===== src/rtl/execute_pkg.sv =====
// Shared definitions for the decode->execute pipeline register.
// Holds the control-bundle layout, the skid-buffer state encoding and a
// small helper used to turn a bundle into a bubble.
package execute_pkg;

   localparam int CTRL_W = 8;

   // Bit positions inside the packed control bundle
   localparam int CTRL_BRANCH     = 7;
   localparam int CTRL_REG_WRITE  = 6;
   localparam int CTRL_MEM_READ   = 5;
   localparam int CTRL_MEM_TO_REG = 4;
   localparam int CTRL_ALU_OP_HI  = 3;
   localparam int CTRL_ALU_OP_LO  = 2;
   localparam int CTRL_MEM_WRITE  = 1;
   localparam int CTRL_ALU_SRC    = 0;

   localparam logic [1:0] ST_EMPTY = 2'd0;
   localparam logic [1:0] ST_FULL  = 2'd1;
   localparam logic [1:0] ST_SKID  = 2'd2;

   typedef enum logic [1:0] {
      SB_EMPTY = ST_EMPTY,
      SB_FULL  = ST_FULL,
      SB_SKID  = ST_SKID
   } sb_state_e;

   // A bubble must never write the register file or memory, so every
   // control bit is dropped when the bundle is not valid.
   function automatic logic [CTRL_W-1:0] gate_ctrl(input logic valid,
                                                   input logic [CTRL_W-1:0] ctrl);
      return valid ? ctrl : '0;
   endfunction

endpackage


===== src/rtl/pipe_skid_buffer.sv =====
// Generic 2-entry skid buffer with valid/ready on both sides and a
// synchronous flush. The main entry drives out_data; the skid entry only
// catches a bundle accepted while the consumer is stalling.
//
// state | meaning
// ------+--------------------------------------------
// EMPTY | nothing held, out_valid=0, in_ready=1
// FULL  | main entry valid, in_ready=1
// SKID  | main + skid valid, in_ready=0
//
// Ports:
//   clk, rst        clock, synchronous active-high reset
//   flush           synchronous kill of both entries
//   in_valid/in_ready/in_data     upstream handshake and payload
//   out_valid/out_ready/out_data  downstream handshake and payload
module pipe_skid_buffer
   import execute_pkg::*;
#(
   parameter int WIDTH = 8
) (
   input  logic             clk,
   input  logic             rst,
   input  logic             flush,
   input  logic             in_valid,
   output logic             in_ready,
   input  logic [WIDTH-1:0] in_data,
   output logic             out_valid,
   input  logic             out_ready,
   output logic [WIDTH-1:0] out_data
);

   sb_state_e        state_q, state_d;
   logic [WIDTH-1:0] main_q, skid_q;
   logic             in_ready_q;
   logic             in_fire, out_fire;
   logic             load_main_in, load_main_skid, load_skid;

   assign in_ready  = in_ready_q;
   assign out_valid = (state_q != SB_EMPTY);
   assign out_data  = main_q;

   always_comb begin
      in_fire        = in_valid & in_ready_q;
      out_fire       = out_valid & out_ready;
      state_d        = state_q;
      load_main_in   = 1'b0;
      load_main_skid = 1'b0;
      load_skid      = 1'b0;
      case (state_q)
         SB_EMPTY: begin
            if (in_fire) begin
               state_d      = SB_FULL;
               load_main_in = 1'b1;
            end
         end
         SB_FULL: begin
            if (in_fire && out_fire) begin
               load_main_in = 1'b1;
            end else if (in_fire) begin
               state_d   = SB_SKID;
               load_skid = 1'b1;
            end else if (out_fire) begin
               state_d = SB_EMPTY;
            end
         end
         SB_SKID: begin
            if (out_fire) begin
               state_d        = SB_FULL;
               load_main_skid = 1'b1;
            end
         end
         default: state_d = SB_EMPTY;
      endcase
   end

   // in_ready is registered from the next state so it never depends
   // combinationally on out_ready.
   always_ff @(posedge clk) begin
      if (rst || flush) begin
         state_q    <= SB_EMPTY;
         in_ready_q <= 1'b1;
         main_q     <= '0;
         skid_q     <= '0;
      end else begin
         state_q    <= state_d;
         in_ready_q <= (state_d != SB_SKID);
         if (load_main_in)
            main_q <= in_data;
         else if (load_main_skid)
            main_q <= skid_q;
         if (load_skid)
            skid_q <= in_data;
      end
   end

endmodule


===== src/rtl/execute_registers.sv =====
// Decode->execute pipeline register. Carries the decoded operand, the raw
// instruction and the control bundle through a 2-entry skid buffer so
// execute back-pressure never drops an instruction. Control bits are gated
// to zero on bubbles, and a saturating counter records stalled cycles.
//
// Ports:
//   clk, rst                 clock, synchronous active-high reset
//   flush                    branch-mispredict kill of all held entries
//   in_valid / in_ready      decode-side handshake
//   rm0_in, instruction_in, cu_ctrl_in   decoded bundle
//   out_valid / out_ready    execute-side handshake
//   rm0_out, instruction_out, cu_ctrl_out  head bundle
//   stall_count              cycles with out_valid=1 and out_ready=0
module execute_registers
   import execute_pkg::*;
#(
   parameter int WORD_SIZE = 32,
   parameter int CNT_W     = 16
) (
   input  logic                 clk,
   input  logic                 rst,
   input  logic                 flush,
   input  logic                 in_valid,
   output logic                 in_ready,
   input  logic [WORD_SIZE-1:0] rm0_in,
   input  logic [WORD_SIZE-1:0] instruction_in,
   input  logic [CTRL_W-1:0]    cu_ctrl_in,
   output logic                 out_valid,
   input  logic                 out_ready,
   output logic [WORD_SIZE-1:0] rm0_out,
   output logic [WORD_SIZE-1:0] instruction_out,
   output logic [CTRL_W-1:0]    cu_ctrl_out,
   output logic [CNT_W-1:0]     stall_count
);

   localparam int BUNDLE_W = 2*WORD_SIZE + CTRL_W;

   logic [BUNDLE_W-1:0] bundle_in, bundle_out;
   logic [CTRL_W-1:0]   head_ctrl;
   logic [CNT_W-1:0]    stall_q;

   assign bundle_in = {rm0_in, instruction_in, cu_ctrl_in};

   pipe_skid_buffer #(
      .WIDTH (BUNDLE_W)
   ) u_skid (
      .clk       (clk),
      .rst       (rst),
      .flush     (flush),
      .in_valid  (in_valid),
      .in_ready  (in_ready),
      .in_data   (bundle_in),
      .out_valid (out_valid),
      .out_ready (out_ready),
      .out_data  (bundle_out)
   );

   assign {rm0_out, instruction_out, head_ctrl} = bundle_out;
   assign cu_ctrl_out = gate_ctrl(out_valid, head_ctrl);

   // Survives flush on purpose: it is a debug statistic, not pipeline state.
   always_ff @(posedge clk) begin
      if (rst)
         stall_q <= '0;
      else if (out_valid && !out_ready && (stall_q != {CNT_W{1'b1}}))
         stall_q <= stall_q + 1'b1;
   end

   assign stall_count = stall_q;

endmodule


===== config.mk =====
export PLATFORM = sky130hd
export DESIGN_NAME = execute_registers
export DESIGN_NICKNAME = d
export VERILOG_FILES = /design/src/rtl/execute_pkg.sv /design/src/rtl/pipe_skid_buffer.sv /design/src/rtl/execute_registers.sv
export SDC_FILE = /design/constraint.sdc
export NUM_CORES = 1
export LEC_CHECK = 0
export CELL_PAD_IN_SITES_DETAIL_PLACEMENT = 1
export CELL_PAD_IN_SITES_GLOBAL_PLACEMENT = 2
export CORE_MARGIN = 3
export CORE_UTILIZATION = 30
export CTS_BUF_LIST = sky130_fd_sc_hd__clkbuf_8
export DETAILED_ROUTE_END_ITERATION = 16
export GPL_TIMING_DRIVEN = 0
export PLACE_DENSITY = 0.93
export SYNTH_ARGS = -nofsm -noshare
export SYNTH_HDL_FRONTEND = slang
export SYNTH_SLANG_ARGS = --single-unit
export TNS_END_PERCENT = 10

===== constraint.sdc =====
create_clock -name clk -period 2 [get_ports clk]
set_input_delay 0.4 -clock clk [delete_from_list [all_inputs] [get_ports clk]]
set_output_delay 0.4 -clock clk [all_outputs]
set_load 0.1 [all_outputs]

Yosys cells after proc, flatten, opt, wreduce, memory -nomap -nowiden
Cells that the tools add are included.
Storage, ports and cells
  bits in registers: 163
  input port bits: 77
  output and inout port bits: 90
  word-level logic and storage cells: 36
Operators by class
  add/subtract/negate cells: 1
  eq/ne operators: 4
  mux-type cells: 16
  bitwise logic cells: 2
  reduce and logical (&&, ||, !) cells: 8
Operator list (number)
  72-bit 2-to-1 mux: 2
  16-bit by 1-bit adder with 16-bit output (second input constant): 1
  16-bit inequality test (second input constant): 1
  2-bit 2-to-1 mux: 5
  8-bit 2-to-1 mux: 1
  1-bit 2-to-1 mux: 6
  2-bit case mux with 3 select lines: 1
  2-bit nonzero test: 2
  1-bit logical AND: 3
  1-bit AND: 2
  2-bit by 1-bit equality test with 1-bit output (second input constant): 1
  2-bit equality test (second input constant): 1
  2-bit zero test: 1
  2-bit inequality test (second input constant): 1
  1-bit case mux with 2 select lines: 1
  1-bit zero test: 1
  1-bit logical OR: 1

Depth between registers and ports, before layout
Gate-level depths: netlist of the first run.
  word-level depth: 7
  depth in mapped cells: 7

By module
From an unflattened synthesis of the first run, not the netlist that was laid out.
Second synthesis, totals
  cells, all modules: 836
  area total of the unflattened synthesis: 6630.1 sq um
By module, submodules not included
  pipe_skid_buffer: instances 1, cells an instance 733, area an instance 5751.8 sq um
  execute_registers: instances 1, cells an instance 103, area an instance 878.3 sq um

Worst setup path after synthesis of the first run
OpenSTA, ideal clock, no wires.
  kind: register to register
  start: register stall_q[1], in the netlist stall_count[1]
  end: register stall_q[14], in the netlist stall_count[14]
  library setup time: 70 ps
  arrival time: 2510 ps
  required time: 1930 ps
  setup slack: -580 ps
  stages on the path, launching flop included: 6
  path buffers: 0
  cells stage by stage: dfxtp_1 > ha_1 > nand3_1 > or3_4 > or4_1 > a21oi_1
Between the ends
  word-level cells in the longest chain between the ends: 2
  elaborated cells on any way between the ends: 3
RTL lines
  start, declared: RTL line execute_registers.sv:40  | logic [CNT_W-1:0] stall_q;
  start signal, assigned: RTL line execute_registers.sv:66  | stall_q <= stall_q + 1'b1;
  parallel branches: the longest is 2 deep, another holds 16-bit by 1-bit adder with 16-bit output
Several ways; the timed one is not identified.
A chain may end at the register's enable or synchronous reset.

Worst setup path after layout of the first run
  start: register u_skid.state_q[1]
  end: output cu_ctrl_out[7]
Between the ends
  word-level cells in the longest chain between the ends: 2
RTL lines
  start, declared: RTL line pipe_skid_buffer.sv:32  | sb_state_e state_q, state_d;
  start signal, assigned: RTL line pipe_skid_buffer.sv:85  | state_q <= state_d;
  2-bit nonzero test: RTL line pipe_skid_buffer.sv:39  | assign out_valid = (state_q != SB_EMPTY);
  8-bit 2-to-1 mux: RTL line execute_pkg.sv:32  | return valid ? ctrl : '0;
  end, declared: RTL line execute_registers.sv:32  | output logic [CTRL_W-1:0] cu_ctrl_out,
Every way passes these cells.

==> run summary, run 1 <==
Counting both buffers and inverters, the worst setup path holds a total of 2. After detailed routing, the number of remaining DRC violations is 0. The per-instance average area after synthesis came out at 8.68 um2. The compound-gate portion of the synthesized area is 15.9%. STA classifies the critical path startpoint as a register.

The peak supply drop is 0.322 mV. In this run the remaining antenna-violating nets after routing total 0. The maximum clock skew at final layout is 0.0132 ns. The worst register-to-register path begins at u_skid.state_q[1]. The slowest stage of the critical path is the sky130_fd_sc_hd__dfxtp_1 cell. Walking the worst path, the cells encountered are buf_4 > nor2_2 > nor2b_1 > buf_6. The global placement routability congestion is 0.736. The share of cell area taken by muxes after synthesis came out at 10.6%. The endpoint arrival time on the critical path is 1.55 ns. The number of inserted diodes is 0. The net count reported at finish is 1085.

The timing-limited maximum frequency came out at 514 MHz. CTS placed an instance of sky130_fd_sc_hd__clkbuf_8 at the clock tree root. The tightest slew margin relative to the limit is 43.9%. The max-slew violation count is 0.

The H-tree level count came out at 4. After clock tree synthesis, the flow added hold-fix buffers numbering 0. The post-placement setup slack came out at -0.867 ns. The tool flagged a number of max-cap violations equal to 0. The leakage power came out at 3.69 nW. The wire length reported by the detailed router is 21.1 mm. The vertical die dimension came out at 160 um. The number of iterations in the first detailed-routing pass came out at 4. The post-CTS clock slew at the launch and capture registers of the worst setup and hold paths is 0.08 ns. The clock period minus worst slack is 1.95 ns. The final-layout fill cell count is 2765.

The total power per unit cell area came out at 742 mW/mm2. During I/O placement, the number of pins put on the boundary was 167. The final non-filler cell area is 0.00954 mm2.

The dominant delay contributor by cell family on the critical path is buffers and inverters. TritonCTS built the clock tree. Counting distinct cell types in the post-synthesis netlist gives 39. The total placed instance area came out at 0.00918 mm2. The largest net degree at the start of global routing came out at 17.

The count of port buffers added during placement is 165. The area enclosed by the die boundary is 0.0256 mm2. The xor-xnor portion of the synthesized cell area came out at 0%. The path class of the tightest hold or removal check is in2reg. The post-detailed-placement half-perimeter wirelength is 15.2 mm. By area, the combinational part of the netlist is dominated by simple AND/OR/NAND/NOR gates.

The adder and majority gate portion of the synthesized area came out at 0.176%. The post-synthesis instance area is 0.00712 mm2. The share of cells above drive strength 1 is 25.3%. The growth of design area from synthesis to finish is 34.0%. The critical path endpoint category is an output pin. Setup repair after global routing could not meet its margin everywhere. The clock reaches the later pin of the worst-skew pair after 0.45 ns. The number of hold violations in the final report was 0. The run finished with clean final reports.

The total congestion overflow after global routing is 0. In this run the register-to-register setup slack is 0.12 ns. The initial core utilization came out at 31.0%. The global-route usage over all layers came out at 16.5%. The final setup violation count came out at 0.

The data required time of the critical path is 1.60 ns. The slew at the pin closest to its max-slew limit came out at 0.841 ns. The endpoint identified for the worst register-to-register timing path is u_skid.skid_q[35].

Clock tree synthesis found a total of 163 sinks. The area inside the core boundary came out at 0.0230 mm2. The number of antenna violations at the first check in global routing was 1. The total CTS buffers is 17. Tracing the worst setup path back leads to its startpoint at u_skid.state_q[1].

The die span in x is 160 um. The DRC marker count from the first detailed-route iteration came out at 187. The number of synthesis warnings is 0. The number of rows created at floorplan is 55. The synthesized instance count came out at 820. The largest buffer count on any clock path is 2.

In this design, the stage delay of the slowest critical-path cell is 0.31 ns. Summing the sequential cell areas from Yosys gives 45.9% of the chip area. The wire length of the first global-routing pass is 34.1 mm. The number of nets produced by synthesis is 898. The critical path in this run is classified as reg2out.

Following the worst setup path forward leads to its endpoint at cu_ctrl_out[7]. The synthesized-area fraction occupied by and/or/nand/nor cells came out at 16.9%. In this run the worst path has a maximum fanout of 11. Once layout is complete, the utilization of the core stands at 41.5%. After detailed routing, the number of vias per cell comes to 4.69. The worst-case setup margin in the final layout came out at 0.0539 ns.

The share of the clock period used by the worst path is 97.3%. The number of vias in the routed layout came out at 6250. The number of global-route vias before repair is 6545. The routed wirelength normalized by instance count is 15.8 um.

The instance count on the critical path is 4. The flip-flop and latch count after synthesis is 163. The depth of the worst register-to-register path is 6.
[worst register-to-register path: stages, from the launching register on]
cell	delay (ns)
sky130_fd_sc_hd__dfxtp_1	0.31
sky130_fd_sc_hd__buf_4	0.21
sky130_fd_sc_hd__and3b_1	0.23
sky130_fd_sc_hd__nand2_1	0.37
sky130_fd_sc_hd__clkbuf_1	0.44
sky130_fd_sc_hd__nand2_1	0.12
sky130_fd_sc_hd__a21oi_1	0.15
[cells by family (layout without fill, tap and decap cells)]
kind of cell | count (synthesis) | in the layout
flops | 163 | 163
compound gates | 176 | 176
buf+inv | 125 | 324
mux | 75 | 75
fa+ha+maj | 1 | 1
simple gates | 280 | 281
[through the flow]
stage                     power, mW  TNS (ns)  instances  hold slack [ns]
after floorplan                4.33    -22.54        820            0.436
after global placement         4.76    -93.65       1298            0.440
after detailed placement       4.77    -99.52       1298            0.447
after CTS                      7.20   -0.0761       1333            0.347
after global routing           7.43    -0.923       1333            0.353
final                          7.08         0       1333            0.340
[cells in the final DEF (no fill, tap or decap), types with 3 or more instances in the layout]
cell | netlist | layout
sky130_fd_sc_hd__clkbuf_2 | 0 | 14
sky130_fd_sc_hd__dfxtp_2 | 0 | 15
sky130_fd_sc_hd__or3_1 | 5 | 5
sky130_fd_sc_hd__buf_2 | 13 | 11
sky130_fd_sc_hd__nand2_1 | 152 | 152
sky130_fd_sc_hd__o31ai_1 | 5 | 5
sky130_fd_sc_hd__dfxtp_1 | 163 | 146
sky130_fd_sc_hd__nor2b_1 | 9 | 7
sky130_fd_sc_hd__or3_2 | 3 | 3
sky130_fd_sc_hd__inv_1 | 3 | 4
sky130_fd_sc_hd__clkdlybuf4s50_1 | 0 | 74
sky130_fd_sc_hd__buf_6 | 0 | 5
sky130_fd_sc_hd__clkinv_4 | 0 | 4
sky130_fd_sc_hd__or4_1 | 3 | 3
sky130_fd_sc_hd__o21ai_0 | 6 | 6
sky130_fd_sc_hd__nand2b_1 | 3 | 3
sky130_fd_sc_hd__clkdlybuf4s15_2 | 0 | 25
sky130_fd_sc_hd__mux2i_1 | 74 | 74
sky130_fd_sc_hd__nor2_1 | 78 | 77
sky130_fd_sc_hd__clkbuf_1 | 36 | 21
sky130_fd_sc_hd__nand4_1 | 5 | 5
sky130_fd_sc_hd__buf_4 | 73 | 136
sky130_fd_sc_hd__a21oi_1 | 85 | 85
sky130_fd_sc_hd__a211oi_1 | 73 | 73
sky130_fd_sc_hd__nor3_1 | 4 | 4
sky130_fd_sc_hd__inv_6 | 0 | 6
sky130_fd_sc_hd__clkbuf_8 | 0 | 18
[metal layers]
layer | vias to the layer above | global-route usage (%) | share of wire, %
met5 | - | 0 | 0.081
met4 | 2 | 5.17 | 1.6
met3 | 25 | 2.88 | 3.1
met2 | 111 | 28.4 | 49
met1 | 2978 | 20.9 | 46
li1 | 3134 | - | -
[cell usage after synthesis (all sizes together)]
cell type    n  area [um2]
dfxtp      163        3260
nand2      152         571
buf         86         613
a21oi       85         425
nor2        78         293
mux2i       74         741
a211oi      73         548
clkbuf      36         135
nor2b        9        56.3
or3          9        65.1
nand4        6        43.8
o21ai        6        30.0
o31ai        5        37.5
nor3         4        20.0
inv          3        11.3
nand2b       3        18.8
nand3        3        15.0
nor4         3        18.8
or4          3        22.5
and3         2        12.5
nand4b       2        17.5
o21bai       2        26.3
or2          2        12.5
a311oi       1        8.76
a31oi        1        6.26
and2         1        6.26
and2b        1        10.0
and3b        1        8.76
and4         1        8.76
ha           1        12.5
mux2         1        11.3
o21ba        1        10.0
o22a         1        8.76
o32ai        1        27.5
[state kept, by name, indices dropped and copies added (netlist names)]
name	count
stall_count	16
u_skid.in_ready	1
u_skid.out_data	72
u_skid.skid_q	72
u_skid.state_q	2
[report_power, final]
part           switching [mW]  internal (mW)  leakage (nW)
registers              0.0430           3.32          1.33
logic                   0.861          0.460          2.16
clock network            1.34           1.05         0.199
total                    2.25           4.83          3.69
[layout make-up]
type / instances / area (um2) / share of cell area [%]
clock inverter: 14 / 140 / 1.47
sequential: 163 / 3290 / 34.5
multi-input combinational: 533 / 3120 / 32.7
timing repair buffer: 167 / 1560 / 16.4
buffer: 122 / 771 / 8.08
clock buffer: 18 / 248 / 2.60
inverter: 3 / 11.3 / 0.118
tap: 313 / 392 / 4.11
[worst min-delay path by stage]
stage / cells past startpoint / endpoint / slack, ns / from
after floorplan: 2 / u_skid.skid_q[0] / 0.44 / u_skid.skid_q[0]
after global placement: 2 / u_skid.skid_q[54] / 0.44 / u_skid.skid_q[54]
after detailed placement: 2 / u_skid.skid_q[34] / 0.45 / u_skid.skid_q[34]
after CTS: 2 / stall_count[0] / 0.35 / rst
after global routing: 2 / u_skid.state_q[1] / 0.35 / out_ready
final: 2 / u_skid.state_q[1] / 0.34 / out_ready
[repair_timing]
item	CTS	global route
pin swaps	2	0
gates resized for setup	262	28
setup buffers	2	0
gates cloned	1	0
setup endpoints to repair	177	112
(Power assumes the default switching activity.)
==> run 2: changes to the inputs <==
CORE_UTILIZATION = 29   (was 30)
CTS_BUF_LIST = not set   (was sky130_fd_sc_hd__clkbuf_8)
PLACE_DENSITY = 0.91   (was 0.93)
==> run 2 against run 1 <==
Critical path depth unchanged. Hold slack better by 0.043 ns. Sequential power about the same. Register-to-register slack about the same. Power up 13%. Sequential cell count unchanged. Die area up 3.3%. Largest cell class unchanged. Utilization down 0.54 points.
==> run summary, run 2 (synthesized netlist as in run 1, its figures left out) <==
The depth of the worst register-to-register path is 5 (was 6). The routed wirelength normalized by instance count came out at 15.8 um (about the same). The initial core utilization is 29.9% (was 31.0%).

The sequential group share of total power was 42.2% (was 47.4%). The total power per unit cell area came out at 817 mW/mm2 (was 742 mW/mm2). The dominant delay contributor by cell family on the critical path is buffers and inverters (unchanged). The largest net degree at the start of global routing is 17 (unchanged). The number of iterations in the first detailed-routing pass is 4 (unchanged).

The die span in x came out at 163 um (was 160 um). The worst min-delay path endpoint is u_skid.state_q[1] (unchanged). The net count reported at finish is 1085 (unchanged).

Setup repair after global routing missed its margin: true (unchanged). The power spent charging and discharging nets is 2.33 mW (was 2.25 mW). The cell with the biggest individual delay on the critical path is sky130_fd_sc_hd__buf_2 (was sky130_fd_sc_hd__dfxtp_1). The total placed instance area was 0.00919 mm2 (was 0.00918 mm2). The cell depth of the worst min-delay path is 2 (unchanged). The hold path startpoint is out_ready (unchanged). The critical path endpoint category is an output pin (unchanged). The master cell of the clock root buffer is sky130_fd_sc_hd__clkbuf_16 (was sky130_fd_sc_hd__clkbuf_8).

Run status: finished clean (unchanged). The number of global-route vias before repair came to 6449 (was 6545). The post-detailed-placement half-perimeter wirelength came out at 15.0 mm (was 15.2 mm). The DRC violations left came out at 0 (unchanged). The vertical die dimension is 163 um (was 160 um). The most frequent standard cell in the layout excluding fill and tap cells was sky130_fd_sc_hd__nand2_1 (unchanged). The final setup violation count came out at 0 (unchanged).

The data required time of the critical path is 1.60 ns (about the same). The type of the worst setup path is reg2out (unchanged). The TritonCTS clock tree is done (unchanged).

The maximum clock skew at final layout was 0.0139 ns (was 0.0132 ns). The final non-filler cell area is 0.00976 mm2 (was 0.00954 mm2). The critical path buffer and inverter count was 3 (was 2). The startpoint of the worst setup timing path is u_skid.state_q[1] (unchanged).

The wire length reported by the detailed router is 21.1 mm (about the same). The tightest slew margin relative to the limit came out at 52.9% (was 43.9%). The launching element type of the critical path was a register (unchanged). The number of placed cells counting well taps is 1304 (was 1298). The final cell count without fillers came out at 1338 (was 1333).

The beginning of the worst register-to-register path is stall_count[0] (was u_skid.state_q[1]). The timing-limited maximum frequency came to 517 MHz (was 514 MHz). The count of port buffers added during placement came to 165 (unchanged).

The max-slew violation count was 0 (unchanged). The end of the worst register-to-register path was stall_count[14] (was u_skid.skid_q[35]). The peak supply drop is 0.497 mV (was 0.322 mV). The TritonCTS sink count is 163 (unchanged). The number of vias in the routed layout came out at 6268 (was 6250). The I/O pin count is 167 (unchanged). The via-per-instance ratio was 4.68 (was 4.69). The wire length of the first global-routing pass came to 34.2 mm (was 34.1 mm). The post-CTS clock slew at the launch and capture registers of the worst setup and hold paths is 0.06 ns (was 0.08 ns). The worst hold-check path type was in2reg (unchanged). The largest buffer count on any clock path was 2 (unchanged). The fraction of power consumed by the clock network is 41.2% (was 33.9%). The biggest fanout along the worst timing path is 10 (was 11). The number of inserted diodes is 0 (unchanged). The slew at the pin closest to its max-slew limit came out at 0.706 ns (was 0.841 ns).

The share of cells above drive strength 1 is 25.2% (was 25.3%). The latest clock arrival within the worst-skew pair is 0.42 ns (was 0.45 ns). The share of the clock period used by the worst path came out at 96.8% (was 97.3%). The design internal power is 5.64 mW (was 4.83 mW). The global-route usage over all layers came to 16.1% (was 16.5%). The total CTS buffers came out at 17 (unchanged). The final-layout worst hold slack is 0.384 ns (was 0.340 ns). The leakage power is 3.78 nW (was 3.69 nW). The number of antenna violations at the first check in global routing came out at 1 (unchanged). The H-tree level count came out at 4 (unchanged).

The number of hold violations in the final report is 0 (unchanged). The area enclosed by the die boundary is 0.0265 mm2 (was 0.0256 mm2). The final total power is 7.97 mW (was 7.08 mW). The part of the power in combinational logic came to 16.6% (was 18.7%). The endpoint arrival time on the critical path was 1.54 ns (was 1.55 ns). Leading cell types in the layout, fill and taps excluded: sky130_fd_sc_hd__nand2_1 (151), sky130_fd_sc_hd__dfxtp_1 (146), sky130_fd_sc_hd__buf_4 (136), sky130_fd_sc_hd__a21oi_1 (85), sky130_fd_sc_hd__nor2_1 (77) (was sky130_fd_sc_hd__nand2_1 (152), sky130_fd_sc_hd__dfxtp_1 (146), sky130_fd_sc_hd__buf_4 (136), sky130_fd_sc_hd__a21oi_1 (85), sky130_fd_sc_hd__nor2_1 (77)). The share of total power consumed by net switching came out at 29.2% (was 31.8%). The DRC marker count from the first detailed-route iteration is 131 (was 187). Worst-path cell chain: buf_4 > nor2_4 > inv_1 > buf_2 (was buf_4 > nor2_2 > nor2b_1 > buf_6). The max-capacitance violation count is 0 (unchanged). The highest cell delay on the worst timing path came to 0.31 ns (about the same).

The register-to-register setup slack is 0.11 ns (was 0.12 ns). The number of rows created at floorplan was 56 (was 55). The global placement routability congestion came out at 0.718 (was 0.736).

The total congestion overflow after global routing is 0 (unchanged). The growth of design area from synthesis to finish is 37.1% (was 34.0%). The clock period minus worst slack came out at 1.94 ns (was 1.95 ns). The area inside the core boundary is 0.0238 mm2 (was 0.0230 mm2).

The number of nets still failing antenna checks after routing is 0 (unchanged).
## run 2: cell types whose count changed in the layout (fill, tap and decap cells not counted), moves of 2 or more
cell                              change
sky130_fd_sc_hd__clkinv_4             -4
sky130_fd_sc_hd__clkbuf_8            -18
sky130_fd_sc_hd__nor2b_1              +2
sky130_fd_sc_hd__nor2b_2              -2
sky130_fd_sc_hd__buf_2                -2
sky130_fd_sc_hd__clkbuf_16           +17
sky130_fd_sc_hd__inv_6                -2
sky130_fd_sc_hd__clkdlybuf4s15_2      +4
sky130_fd_sc_hd__clkinvlp_4           +3
## run 2: cell type report
class	instances	area, um2
sequential	163	3290
fill	2811	14100
multi-input combinational	532	3120
buffer	122	782
clock inverter	13	148
tap	319	399
inverter	3	11.3
clock buffer	18	429
timing repair buffer	168	1580
## run 2: per-layer routing
metal  up-vias  track usage [%]  wire length (um)
met1      3014             20.3              9760
met4         2             4.58               289
met3        19             2.77               693
met2        95             28.1             10300
li1       3138                -                 -
met5         -                0                10
## run 2: what timing repair did
item	4_1_cts	5_1_grt
buffers inserted	3	0
pin swaps	2	0
gates resized for setup	265	16
endpoints found under the setup margin	210	124
hold buffers	0	0
## run 2: power by group through the flow
| stage | clock network, mW | registers [mW] | logic (mW) |
|---|---|---|---|
| floorplan | 0 | 3.43 | 0.901 |
| global placement | 0 | 3.43 | 1.33 |
| detailed placement | 0 | 3.44 | 1.34 |
| CTS | 3.37 | 3.36 | 1.34 |
| global route | 3.50 | 3.37 | 1.41 |
| finish | 3.29 | 3.36 | 1.32 |
## run 2: worst max-delay path by stage
stage                                endpoint  cells after the start
after floorplan                cu_ctrl_out[0]                      2
after global placement    u_skid.out_data[31]                      6
after detailed placement  u_skid.out_data[18]                      6
after CTS                   u_skid.skid_q[61]                      6
after global routing                out_valid                      4
final                               out_valid                      4
## run 2: through the flow
| step | utilization [%] | setup slack (ns) | TNS, ns |
|---|---|---|---|
| floorplan | - | -0.342 | -22.54 |
| global placement | 38.6 | -0.819 | -91.70 |
| detailed placement | 38.6 | -0.882 | -98.06 |
| CTS | 40.8 | -0.0131 | -0.0147 |
| global route | 41.0 | -0.0506 | -0.164 |
| finish | 41.0 | 0.0643 | 0 |
